### config.mk
export PLATFORM = sky130hd
export DESIGN_NAME = alu_seq_hs
export DESIGN_NICKNAME = d
export VERILOG_FILES = /design/src/rtl/alu_seq_hs.sv
export SDC_FILE = /design/constraint.sdc
export NUM_CORES = 1
export LEC_CHECK = 0
export BUFFER_PORTS_ARGS = -buffer_cell sky130_fd_sc_hd__buf_2
export CAP_MARGIN = 0
export CELL_PAD_IN_SITES_DETAIL_PLACEMENT = 2
export CELL_PAD_IN_SITES_GLOBAL_PLACEMENT = 2
export CORE_ASPECT_RATIO = 0.6
export CORE_MARGIN = 2
export CORE_UTILIZATION = 33
export CTS_CLUSTER_SIZE = 8
export DETAILED_ROUTE_END_ITERATION = 10
export HOLD_SLACK_MARGIN = 0.1
export PLACE_DENSITY_LB_ADDON = 0.1
export RECOVER_POWER = 25
export SYNTH_ARGS = -nofsm -noshare
export SYNTH_HDL_FRONTEND = slang
export SYNTH_SLANG_ARGS = --single-unit
### constraint.sdc
create_clock -name clk -period 2.15 [get_ports clk]
set_input_delay 0.43 -clock clk [delete_from_list [all_inputs] [get_ports clk]]
set_output_delay 0.43 -clock clk [all_outputs]
set_load 0.01 [all_outputs]
### src/rtl/alu_seq_hs.sv
// Registered WIDTH-bit ALU with valid/ready handshakes on both sides, one op in flight.
// Define ALU_SEQ_MUL_EN to make mode 0111 an iterative shift-add multiplier.
module alu_seq_hs #(
  parameter int WIDTH = 8
) (
  input  logic             clk,
  input  logic             rst,
  input  logic             in_valid,
  output logic             in_ready,
  input  logic [WIDTH-1:0] a,
  input  logic [WIDTH-1:0] b,
  input  logic             ci,
  input  logic [3:0]       alu_mode,
  output logic             out_valid,
  input  logic             out_ready,
  output logic [WIDTH-1:0] s,
  output logic             cout,
  output logic             zero,
  output logic             illegal
);

`ifdef ALU_SEQ_MUL_EN
  typedef enum logic [1:0] {ST_IDLE = 2'd0, ST_EXEC = 2'd1, ST_DONE = 2'd2} state_t;
  localparam int CW = $clog2(WIDTH);
`else
  typedef enum logic [1:0] {ST_IDLE = 2'd0, ST_DONE = 2'd2} state_t;
`endif

  state_t           r_state;
  logic             r_out_valid;
  logic [WIDTH-1:0] r_s;
  logic             r_cout;
  logic             r_zero;
  logic             r_illegal;

  logic             w_accept;
  logic [WIDTH:0]   w_sum;
  logic [WIDTH:0]   w_dif;
  logic [WIDTH-1:0] w_res;
  logic             w_cout;
  logic             w_illegal;
  logic             w_is_mul;

`ifdef ALU_SEQ_MUL_EN
  logic [2*WIDTH-1:0] r_acc;
  logic [2*WIDTH-1:0] r_mcand;
  logic [WIDTH-1:0]   r_mplier;
  logic [CW-1:0]      r_cnt;
  logic [2*WIDTH-1:0] w_acc_next;

  assign w_acc_next = r_mplier[0] ? (r_acc + r_mcand) : r_acc;
`endif

  // Ready also drops combinationally while reset is held.
  assign in_ready = !rst && ((r_state == ST_IDLE) || ((r_state == ST_DONE) && out_ready));
  assign w_accept = in_valid && in_ready;

  assign w_sum = {1'b0, a} + {1'b0, b} + {{WIDTH{1'b0}}, ci};
  assign w_dif = {1'b0, a} - {1'b0, b} - {{WIDTH{1'b0}}, ci};

  always_comb begin
    w_res     = '0;
    w_cout    = 1'b0;
    w_illegal = 1'b0;
    w_is_mul  = 1'b0;
    case (alu_mode)
      4'b0000: begin
        w_res  = w_sum[WIDTH-1:0];
        w_cout = w_sum[WIDTH];
      end
      4'b0001: begin
        // Bit WIDTH of the widened difference is set exactly when a < b+ci.
        w_res  = w_dif[WIDTH-1:0];
        w_cout = w_dif[WIDTH];
      end
      4'b0010: w_res = a & b;
      4'b0011: w_res = a | b;
      4'b0100: w_res = a ^ b;
      4'b0101: begin
        w_res  = {a[WIDTH-2:0], ci};
        w_cout = a[WIDTH-1];
      end
      4'b0110: begin
        w_res  = {ci, a[WIDTH-1:1]};
        w_cout = a[0];
      end
`ifdef ALU_SEQ_MUL_EN
      4'b0111: w_is_mul = 1'b1;
`endif
      default: w_illegal = 1'b1;
    endcase
  end

  always_ff @(posedge clk or posedge rst) begin
    if (rst) begin
      r_state     <= ST_IDLE;
      r_out_valid <= 1'b0;
      r_s         <= '0;
      r_cout      <= 1'b0;
      r_zero      <= 1'b0;
      r_illegal   <= 1'b0;
`ifdef ALU_SEQ_MUL_EN
      r_acc       <= '0;
      r_mcand     <= '0;
      r_mplier    <= '0;
      r_cnt       <= '0;
`endif
    end else begin
      case (r_state)
        ST_DONE: begin
          if (out_ready) begin
            r_state     <= ST_IDLE;
            r_out_valid <= 1'b0;
          end
        end
`ifdef ALU_SEQ_MUL_EN
        ST_EXEC: begin
          r_acc    <= w_acc_next;
          r_mcand  <= r_mcand << 1;
          r_mplier <= r_mplier >> 1;
          if (r_cnt == '0) begin
            r_state     <= ST_DONE;
            r_out_valid <= 1'b1;
            r_s         <= w_acc_next[WIDTH-1:0];
            r_cout      <= |w_acc_next[2*WIDTH-1:WIDTH];
            r_zero      <= (w_acc_next[WIDTH-1:0] == '0);
            r_illegal   <= 1'b0;
          end else begin
            r_cnt <= r_cnt - 1'b1;
          end
        end
`endif
        default: ;
      endcase

      // Accept only happens in IDLE or DONE, so this overrides the DONE release above.
      if (w_accept) begin
        if (w_is_mul) begin
`ifdef ALU_SEQ_MUL_EN
          r_state     <= ST_EXEC;
          r_out_valid <= 1'b0;
          r_acc       <= '0;
          r_mcand     <= {{WIDTH{1'b0}}, a};
          r_mplier    <= b;
          r_cnt       <= CW'(WIDTH - 1);
`endif
        end else begin
          r_state     <= ST_DONE;
          r_out_valid <= 1'b1;
          r_s         <= w_res;
          r_cout      <= w_cout;
          r_zero      <= (w_res == '0);
          r_illegal   <= w_illegal;
        end
      end
    end
  end

  assign out_valid = r_out_valid;
  assign s         = r_s;
  assign cout      = r_cout;
  assign zero      = r_zero;
  assign illegal   = r_illegal;

endmodule

==> results list, run 1 <==
- Most numerous cell types in the synthesized netlist: 30 x ha_1, 27 x inv_1, 17 x nor2_1, 15 x nand2_1, 14 x a21oi_1
- In this run the tool buffered the top-level ports with 37 buffer cells.
- Fraction of the yosys area taken by sequential cells: ~15%
- For this run, the leading register cell type out of synthesis is dfrtp_1.
- The number of nets in the synthesized netlist is between 300 and 400.
- At the end of routability-driven placement, the weighted congestion stood at around 0.9.
- The placed instances occupy a cell area of ~2800 um2.
- Hold repair after CTS inserted 0 buffers.
- The root buffer cell chosen for the clock tree is clkbuf_8.
- Clock tree sinks: 12
* Inst Count DP: between 400 and 500
* Worst_ep kind: sequential cell input
- Half-perimeter wire length of the detailed placement result: about 7500 um
* Number of standard cells after synthesis: 243
* Largest net degree at the start of global routing: 17
- Average size of a mapped cell: just over 8 um2
- Number of levels the H-tree was split into: 1
* Top area cells in the synthesized netlist: ha_1 19%, dfrtp_1 15%, inv_1 5.1%, fa_1 4.0%, a21oi_1 3.5%
- Number of clock buffers inserted by TritonCTS: 3
- During I/O placement, the number of pins put on the boundary was 38.
* Leading area contributor after synthesis: ha_1
- The stage where the run came to a stop is global routing.
- Counting flops with an async set or reset pin after synthesis yields a share of 100%.
- Number of cell rows: 21
- Tool error message: [ERROR DPL-0033] detailed placement checks failed during check placement.
* Initial antenna violation count: 1
- Post-synth top area share: a little under a fifth
- Count of synthesis-stage warnings from yosys: 0
- Once global-route timing repair stopped, the endpoint with the least setup slack was zero$_DFFE_PP0P_/D.
- Yosys mapped a number of flops with a built-in enable equal to 0.
- From left edge to right edge, the die measures roughly 100 um.
- After synthesis the netlist holds a flip-flop and latch count of 12.
* Die span in y: between 60 and 70 um
- Status: aborted with a tool error
* Initial cell density of the core: 34.9%
- The most common cell in the synthesized netlist is ha_1.
* Post-Syn Area: approximately 2000 um2
- Yosys mapped the design onto 54 distinct sky130hd cell types.
- The longest clock path from root to sink contains 2 buffers.
## kinds of logic after synthesis
| logic type | Yosys count | share of synthesized area, % |
|---|---|---|
| AOI/OAI and AO/OA | 65 | 22.6 |
| xor gates and xnor gates | 12 | 5.28 |
| adders and majority gates | 34 | 22.9 |
| buffers and inverters | 39 | 9.24 |
| DFF | 12 | 15.1 |
| muxes | 12 | 6.73 |
| and+or+nand+nor | 69 | 18.2 |
## stage by stage
step / hold WS (ps) / worst slack (ps)
after floorplan: 295 / -323
after global placement: 466 / -700
after detailed placement: 477 / -917
after CTS: 237 / -457
## what timing repair did
item,4_1_cts
pin swaps,18
cloned,0
endpoints found under the setup margin,10
setup buffers,4
resized for setup,26
hold endpoints to repair,0
==> run 2, diff against run 1 <==
- CELL_PAD_IN_SITES_DETAIL_PLACEMENT: 2 -> not set
- CELL_PAD_IN_SITES_GLOBAL_PLACEMENT: 2 -> not set
- CORE_ASPECT_RATIO: 0.6 -> not set
- CORE_UTILIZATION: 33 -> 27
- CTS_CLUSTER_SIZE: 8 -> not set
- HOLD_SLACK_MARGIN: 0.1 -> not set
- PLACE_DENSITY_LB_ADDON: 0.1 -> 0.15
==> run 2 against run 1 <==
- the flow now finishes, with violations (setup timing)
- synthesized cell count unchanged
- area after synthesis unchanged
==> results list, run 2 <==
- The routed design has roughly 5800 um of wire.
* Place WS: -715 ps (was -917 ps)
* Mean number of vias per cell: 4.63
* Clock slew seen by the registers of the worst setup and hold paths: 50 ps
- Counting I/O delays and the setup requirement, the final critical path takes 2520 ps.
* Element type at the critical path end: register
* Main synth FF type: dfrtp_1 (unchanged)
- 0 antenna diodes ended up in the layout.
* Most common cell after layout, fill and taps aside: buf_4
* Number of ports placed on the die boundary: 38 (unchanged)
* Class of the tightest hold or removal check: primary input to asynchronous set/reset pin
* Maximum fanout along the worst path: 3
* Congestion Overflow GR: 0
- For the pin with the worst max-slew slack, the measured transition is between 500 and 600 ps.
* Initial drt markers: 82
* Worst max-slew margin expressed relative to the limit: between 60% and 70%
* Max stage delay cell, worst path: fa_1
- Most used cells in the layout excluding fill and tap cells: 65 x buf_4, 33 x buf_2, 28 x ha_1
- For this run, the detailed router's first-pass iteration total came to 4.
- Setup slack on the critical path of the routed design comes to -370 ps.
* Clk_lat worst skew: roughly 230 ps
* Post-DP Area: 2730 um2 (was 2750 um2)
- The core region is ~7000 um2.
* Global placement routability congestion: 0.822 (was 0.882)
* Post-Syn Area: 1990 um2 (unchanged)
* Initial cell density of the core: 27.6% (was 34.9%)
- Global routing used between 10 and 15% of the available tracks across all layers.
- On the final layout, the worst clock skew is between 1.5 and 2 ps.
* Area Overhead vs Synth: 47.3%
* EDFF count, synth: 0 (unchanged)
- Leakage power: between 1 and 1.5 nW
- Die Outline Area: between 8000 and 9000 um2
- Count of endpoints failing setup in the final report: 5
- For this design the ratio of total power to cell area is 399 nW/um2.
* WP data required: ~2300 ps
* Number of cell rows: 31 (was 21)
- The average size of a mapped cell came to 8.19 um2 (unchanged).
* Number of standard cells after synthesis: 243 (unchanged)
- The routed layout has slightly above 2k vias.
- Most numerous cell types in the synthesized netlist: 30 x ha_1, 27 x inv_1, 17 x nor2_1, 15 x nand2_1, 14 x a21oi_1 (unchanged).
- Entering global routing, the biggest net connects 13 pins.
* Asr flop ratio synth: 100% (unchanged)
- Clock tree sinks: 12 (unchanged)
- Data arrives at the worst endpoint at 2690 ps.
- Layout Cell Area excl Fill: around 2900 um2
- The number of hold violations in the final report came to 0.
- Antenna-violating nets left: 0
- Cell with the most instances after synthesis: ha_1 (unchanged)
- Number of clock buffers inserted by TritonCTS: 3 (unchanged)
* Global-route wire length before repair: between 9000 and 10000 um
* Number of distinct library cell variants in the gate-level netlist after synthesis: 54 (unchanged)
* List of cells traversed by the critical path: buf_8 > fa_1 > inv_1 > ha_2 > o211ai_1 > a31oi_2 > a21oi_2 > nor4b_2 > a2111oi_2 > o211a_1 > a32o_2
* Number of nets in the finished design: 400
- Final-report max-slew violation count: 0
- Total Neg Setup Slack: -1330 ps
- Failing checks: setup timing
* Max_cap viols: 0
- The die outline width came to 89.9 um (was 104 um).
- Via count of the first global-routing pass: roughly 2.0k
- The net count after synthesis came to 302 (unchanged).
- Maximum clock frequency: 397 MHz
* Share of layout cells above drive strength 1: about two fifths
- Clk Tree Root Cell: clkbuf_8 (unchanged)
- DRC violation count after routing: 0
- Critical path's largest stage delay: about 580 ps
- Across the VDD grid, the largest voltage drop is around 0.13 mV.
- Die span in y: 89.9 um (was 64.2 um)
- Number of levels the H-tree was split into: 1 (unchanged)
- Max reg flops: 8
- Half-perimeter wire length of the detailed placement result: 4990 um (was 7510 um)
- Final hold analysis gives a worst-case slack of 200 ps.
- The number of warnings issued by yosys came to 0 (unchanged).
- The sequential share of the synthesized area was 15.1% (unchanged).
* RSZ-0062 raised after global routing: yes
- The share of the synthesized area in the top cell type was 18.9% (unchanged).
- Routed wirelength normalized by instance count: approximately 13 um
- The worst setup path is of the primary input to register kind.
- Clock tree from TritonCTS: done
- Leading area contributor after synthesis: ha_1 (unchanged)
* Status: finished, violations left (was aborted with a tool error)
- Top area cells in the synthesized netlist: ha_1 19%, dfrtp_1 15%, inv_1 5.1%, fa_1 4.0%, a21oi_1 3.5% (unchanged).
- The number of antenna violations at the first check in global routing came to 0.
* Final clock period utilization by the worst path: 117%
- Number of buffer cells added on primary ports: 37 (unchanged)
* Maximum buffer depth of the clock tree: 2 (unchanged)
- The count of state elements after synthesis came to 12 (unchanged).
- The worst setup path is launched from a primary input.
==> run 2: cell counts after synthesis <==
Identical to the previous run, type by type.
==> run 2: cells by family after synthesis <==
logic type | Yosys count | share of synthesized area, %
simple gates | 69 | 18.2
buf+inv | 39 | 9.24
compound gates | 65 | 22.6
xor+xnor | 12 | 5.28
mux | 12 | 6.73
flops | 12 | 15.1
fa+ha+maj | 34 | 22.9
==> run 2: area by class of cell <==
class	instances	area (um2)
Tap cell	99	124
Timing Repair Buffer	104	729
Inverter	28	105
Multi-Input combinational cell	192	1630
Clock buffer	3	41.3
Sequential cell	12	300
Fill cell	745	4280
==> run 2: routing by layer <==
| layer | track usage [%] | share of wire [%] |
|---|---|---|
| met1 | 19.6 | 48 |
| met2 | 26.3 | 49 |
| met3 | 0.671 | 2.4 |
| met4 | 2.31 | 0.45 |
| met5 | 0 | 0 |
==> run 2: report_power, final <==
part / switching (mW) / internal (mW) / leakage (nW)
combinational: 0.346 / 0.361 / 1.26
sequential: 0.0146 / 0.254 / 0.157
clock: 0.0716 / 0.122 / 0.0216
total: 0.433 / 0.738 / 1.44
==> run 2: final timing paths <==
path / start / endpoint / slack [ps] / cells after the start
setup / recovery: ci / zero / -370 / 11
hold / removal: rst / s[4] / 200 / 2
setup reg to reg: out_valid / zero / 170 / 8
hold reg to reg: s[5] / s[5] / 480 / 2
max in group asynchronous: rst / out_valid / 1650 / 2
min in group clk: s[5] / s[5] / 480 / 2
==> run 2: critical path, delay by kind of cell <==
family	cells	cell delay [ps]
AOI/OAI and AO/OA	6	1280
adders and majority gates	2	750
buffers and inverters	2	160
and+or+nand+nor	1	80
==> run 2: timing repair <==
item | 4_1_cts | 5_1_grt
hold buffers | 0 | 0
endpoints found under the setup margin | 6 | 10
pin swaps | 13 | 16
resized for setup | 24 | 10
buffers inserted | 5 | 3
==> run 2: metrics by stage <==
step | power (mW) | cells | utilization (%)
4_1_cts | 1.17 | 438 | 40.1
6_report | 1.17 | 438 | 40.6
2_1_floorplan | 0.639 | 243 | -
5_1_grt | 1.27 | 438 | 40.6
3_3_place_gp | 0.912 | 430 | 37.8
3_5_place_dp | 0.912 | 430 | 37.8
Power figures use the tool's default switching activity.
